$ cat config.mk
export PLATFORM = sky130hd
export DESIGN_NAME = change_dispenser
export DESIGN_NICKNAME = d
export VERILOG_FILES = /design/src/rtl/change_dispenser.sv
export SDC_FILE = /design/constraint.sdc
export NUM_CORES = 1
export LEC_CHECK = 0
export ABC_AREA = 1
export CORE_MARGIN = 4
export CORE_UTILIZATION = 49
export CTS_CLUSTER_SIZE = 40
export DETAILED_ROUTE_END_ITERATION = 7
export PLACE_DENSITY = 0.72
export SKIP_CTS_REPAIR_TIMING = 1
export SLEW_MARGIN = 15
export SYNTH_ARGS = -nofsm -noshare
export SYNTH_HDL_FRONTEND = slang
export SYNTH_SLANG_ARGS = --single-unit
$ cat constraint.sdc
create_clock -name clk -period 1.6 [get_ports clk]
set_input_delay 0.32 -clock clk [delete_from_list [all_inputs] [get_ports clk]]
set_output_delay 0.32 -clock clk [all_outputs]
set_load 0.02 [all_outputs]
$ cat src/rtl/change_dispenser.sv
// Greedy coin refund engine: pays a half-yuan amount out through a hopper as 10 / 1 / 0.5 yuan coins.
// One coin per request/acknowledge handshake, followed by a fixed idle gap; a missing ack latches a sticky fault.
module change_dispenser #(
  parameter int unsigned ACK_TIMEOUT = 200,
  parameter int unsigned GAP_CYCLES  = 4
) (
  input  logic       clk,
  input  logic       rst_n,
  input  logic       charge_ind,
  input  logic [5:0] coin_sum,
  input  logic       hopper_ack,
  output logic       eject_req,
  output logic [1:0] coin_sel,
  output logic       busy,
  output logic [5:0] remain,
  output logic       done,
  output logic       fault
);

  localparam logic [2:0] S_IDLE   = 3'd0;
  localparam logic [2:0] S_SELECT = 3'd1;
  localparam logic [2:0] S_REQ    = 3'd2;
  localparam logic [2:0] S_GAP    = 3'd3;
  localparam logic [2:0] S_DONE   = 3'd4;
  localparam logic [2:0] S_FAULT  = 3'd5;

  localparam logic [1:0] SEL_NONE = 2'b00;
  localparam logic [1:0] SEL_1Y   = 2'b01;
  localparam logic [1:0] SEL_10Y  = 2'b10;
  localparam logic [1:0] SEL_05Y  = 2'b11;

  localparam logic [7:0] TMO_LAST = 8'(ACK_TIMEOUT - 1);
  localparam logic [3:0] GAP_LAST = 4'(GAP_CYCLES - 1);

  logic [2:0] state;
  logic       charge_q;
  logic [5:0] remain_q;
  logic [1:0] sel_q;
  logic [7:0] tmo_cnt;
  logic [3:0] gap_cnt;

  logic       req_edge;
  logic [5:0] clamp_sum;
  logic [1:0] next_sel;
  logic [5:0] coin_val;

  assign req_edge  = charge_ind & ~charge_q;
  assign clamp_sum = (coin_sum > 6'd40) ? 6'd40 : coin_sum;

  // Greedy choice guarantees the chosen coin never exceeds what is left to pay.
  always_comb begin
    next_sel = SEL_05Y;
    if (remain_q >= 6'd20)
      next_sel = SEL_10Y;
    else if (remain_q >= 6'd2)
      next_sel = SEL_1Y;
  end

  always_comb begin
    coin_val = 6'd0;
    case (sel_q)
      SEL_10Y: coin_val = 6'd20;
      SEL_1Y:  coin_val = 6'd2;
      SEL_05Y: coin_val = 6'd1;
      default: coin_val = 6'd0;
    endcase
  end

  always_ff @(posedge clk or negedge rst_n) begin
    if (!rst_n) begin
      state    <= S_IDLE;
      charge_q <= 1'b0;
      remain_q <= 6'd0;
      sel_q    <= SEL_NONE;
      tmo_cnt  <= 8'd0;
      gap_cnt  <= 4'd0;
    end else begin
      charge_q <= charge_ind;
      case (state)
        S_IDLE: begin
          if (req_edge) begin
            remain_q <= clamp_sum;
            state    <= (clamp_sum != 6'd0) ? S_SELECT : S_DONE;
          end
        end
        S_SELECT: begin
          sel_q   <= next_sel;
          tmo_cnt <= 8'd0;
          state   <= S_REQ;
        end
        S_REQ: begin
          // An ack arriving on the last allowed cycle still counts as success.
          if (hopper_ack) begin
            remain_q <= remain_q - coin_val;
            gap_cnt  <= 4'd0;
            state    <= S_GAP;
          end else if (tmo_cnt == TMO_LAST) begin
            state <= S_FAULT;
          end else begin
            tmo_cnt <= tmo_cnt + 8'd1;
          end
        end
        S_GAP: begin
          if (gap_cnt == GAP_LAST) begin
            if (remain_q != 6'd0) begin
              state <= S_SELECT;
            end else begin
              sel_q <= SEL_NONE;
              state <= S_DONE;
            end
          end else begin
            gap_cnt <= gap_cnt + 4'd1;
          end
        end
        S_DONE:  state <= S_IDLE;
        S_FAULT: state <= S_FAULT;
        default: state <= S_IDLE;
      endcase
    end
  end

  // Decoded straight from state so an asynchronous reset drops the request at once.
  assign eject_req = (state == S_REQ);
  assign busy      = (state == S_SELECT) || (state == S_REQ) || (state == S_GAP);
  assign done      = (state == S_DONE);
  assign fault     = (state == S_FAULT);
  assign coin_sel  = sel_q;
  assign remain    = remain_q;

endmodule

==> reports/qor.csv <==
metric;value;unit
status;finished with violations;
failing checks;negative setup slack;
reg2reg setup slack;-0.04;ns
Seq/Total Area, Yosys;37.18;%
vias in the first global route;1560;
Post-Synthesis Cells;229;
setup ws final;-0.04165;ns
Setup Total Neg Slack;-0.04165;ns
min-delay worst type;in -> async;
Detailed Place HPWL;2937;um
die width;65.42;um
Setup crit end kind;flip-flop;
Worst-Skew Late Latency;0.32;ns
placed inst area;2041;um2
synthesis-to-finish area growth;36.10;%
largest family of logic cells by synthesized area;simple AND/OR/NAND/NOR gates;
share of cells above drive strength 1;23.32;%
DR WL/cell;11.72;um
fin. max-slew vios;0;
CP max FO;3;
initial core utilization;52.06;%
RSZ-0062 raised after global routing;true;
CTS Buf Count;3;
Rows;20;
iteration-0 DRC count of the detailed router;89;
Max Root-Sink Buffers;2;
post-synthesis xor/xnor area fraction;2.169;%
reg-to-reg endpoint;remain[4]$_DFFE_PN0P_;
cell-by-cell listing of the critical path;nand2_2, inv_2, ha_4, fa_2, o21ai_2, nor2_1, o211ai_1, o21ai_1;
clock tree sinks;24;
Hold Fails Final Rpt;0;
Distinct cells, synth;25;
Worst Setup SP;coin_sel[0]$_DFFE_PN0P_;
CTS clk-pin slew, worst paths;0.13;ns
Critical Path AT;1.85;ns
first drt pass iteration count;6;
Synth Area in Simple Gates;35.01;%
die area;4279;um2
worst slew pin tran;0.3200;ns
CTS tree;built;
launch point of the worst reg-to-reg path;coin_sel[0]$_DFFE_PN0P_;
skew final;0.01032;ns
largest net degree at the start of global routing;25;
crit share post-route;102.6;%
DP Worst Slack;-0.04505;ns
Synth warnings;0;
Leakage Power;1.232;nW
syn nets;246;
register area;604.3;um2
DR vias;1626;
first-pass GRT wire length;6658;um
Crit path largest cell delay;0.44;ns
DRT antenna net count;0;
number of port buffers;21;
Vias/cell;4.972;
initial antenna violation count;0;
Nets;301;
Synth Register Bits;24;
Compound-Gate Fraction of Synth Area;10.15;%
Worst Reg-to-Reg Cells;8;
number of diodes;0;
Slew Limit Headroom;78.67;%
CP Data Required Time;1.80;ns
crit start category;flip-flop;
core area;3103;um2
type of the worst setup path;reg -> reg;
Multi-input gate area;922.1;um2
Filler Cell Count;275;
Adder-Cell Fraction of Synth Area;5.887;%
mux share of post-synthesis cell area;0;%
Slowest cell on crit path;dfrtp_2;
Total Routing Usage GR;19.78;%
Power Density;1869;nW/um2
Die Span Y;65.42;um
Tmin final;1.642;ns
syn avg cell area;7.054;um2
Max Cap Viol;0;
Final setup viols;1;
I/O pin count;22;
CTS root buf;clkbuf_4;
Routability Congestion;0.8857;
f_max;609.1;MHz
CTS H-tree lvls;1;
# DRC;0;
grt total ovfl;0;
Netlist Area Pre-Place;1615;um2
DRT Wirelength;3834;um
design area;2198;um2
peak supply drop;0.001172;V
-- per-layer routing --
layer  global-route usage, %  vias to the layer above  routed length [um]
li1                        -                      850                   -
met3                   2.564                        4                 109
met2                   34.39                       26                1886
met1                   25.16                      746                1787
met5                       0                        -                   0
met4                   6.736                        0                  51
-- cell type report --
cell class | count | share of cell area (%)
inverters | 37 | 6.431
flip-flops and latches | 24 | 27.49
repair buffers | 52 | 20.43
clock buffers | 4 | 1.195
multi-input cells | 166 | 41.95
well taps | 44 | 2.504
-- critical path: cells and delay by family (launching register included) --
family          cells  cell delay [ns]
flops               1             0.44
fa+ha+maj           2             0.53
buf+inv             1             0.04
simple gates        2             0.12
compound gates      3             0.38
-- where the power goes --
part / leakage (nW) / internal, mW / switching (mW)
Clock: 0.0150 / 0.0974 / 0.180
Combinational: 0.907 / 1.26 / 1.57
Sequential: 0.309 / 0.809 / 0.190
Total: 1.23 / 2.17 / 1.94
-- sequential cells by signal (all words and copies together), names as in the netlist --
signal,flops
charge_q,1
coin_sel,2
gap_cnt,4
remain,6
state,3
tmo_cnt,8
-- worst max path at each step --
| stage | to | slack, ns | cells after the start |
|---|---|---|---|
| after global placement | remain[4]$_DFFE_PN0P_ | -0.01 | 8 |
| after floorplan | remain[4]$_DFFE_PN0P_ | -0.03 | 8 |
| after global routing | remain[4]$_DFFE_PN0P_ | -0.16 | 8 |
| final | remain[4]$_DFFE_PN0P_ | -0.04 | 8 |
| after detailed placement | remain[4]$_DFFE_PN0P_ | -0.05 | 8 |
| after CTS | eject_req | -0.38 | 4 |
-- stage by stage --
step	cells	hold WS [ns]	util [%]	total power, mW
global placement	314	0.4576	65.77	3.483
finish	327	0.3433	70.85	4.110
global route	327	0.3521	70.85	4.514
detailed placement	314	0.4702	65.77	3.516
floorplan	229	0.02441	-	2.567
CTS	318	0.3498	66.61	3.809
-- cells in the final DEF (no fill, tap or decap), drive strengths merged --
cell type,count
ha,6
nor3,3
nor2,24
a31o,1
nand3,19
clkdlybuf4s50,9
fa,1
xnor2,1
nand4,11
o21ai,17
o211ai,3
inv,37
xor2,3
nand2,69
dlymetal6s2s,8
a21oi,6
clkbuf,5
a31oi,1
a21boi,1
buf,34
dfrtp,24
-- kinds of logic after synthesis --
logic type,after synthesis
simple gates,126
buf+inv,39
compound gates,29
flops,24
xor+xnor,4
fa+ha+maj,7
-- cell usage after synthesis --
master    count  share of area [%]
nand2_1      63                 15
inv_1        32                7.4
dfrtp_1      24                 37
nor2_1       21                4.9
nand3_1      19                5.9
o21ai_0      16                5.0
nand4_1      11                4.3
ha_1          6                4.6
a21oi_1       5                1.5
inv_2         5                1.2
nand2_2       3                1.2
nand2_4       3                2.1
nor2_2        3                1.2
nor3_1        3               0.93
o211ai_1      3                1.4
xor2_1        3                1.6
a21boi_0      1               0.46
a21oi_2       1               0.54
a31o_2        1               0.54
a31oi_1       1               0.39
buf_2         1               0.31
buf_6         1               0.70
fa_1          1                1.2
o21ai_1       1               0.31
xnor2_1       1               0.54
(Power assumes the default switching activity.)
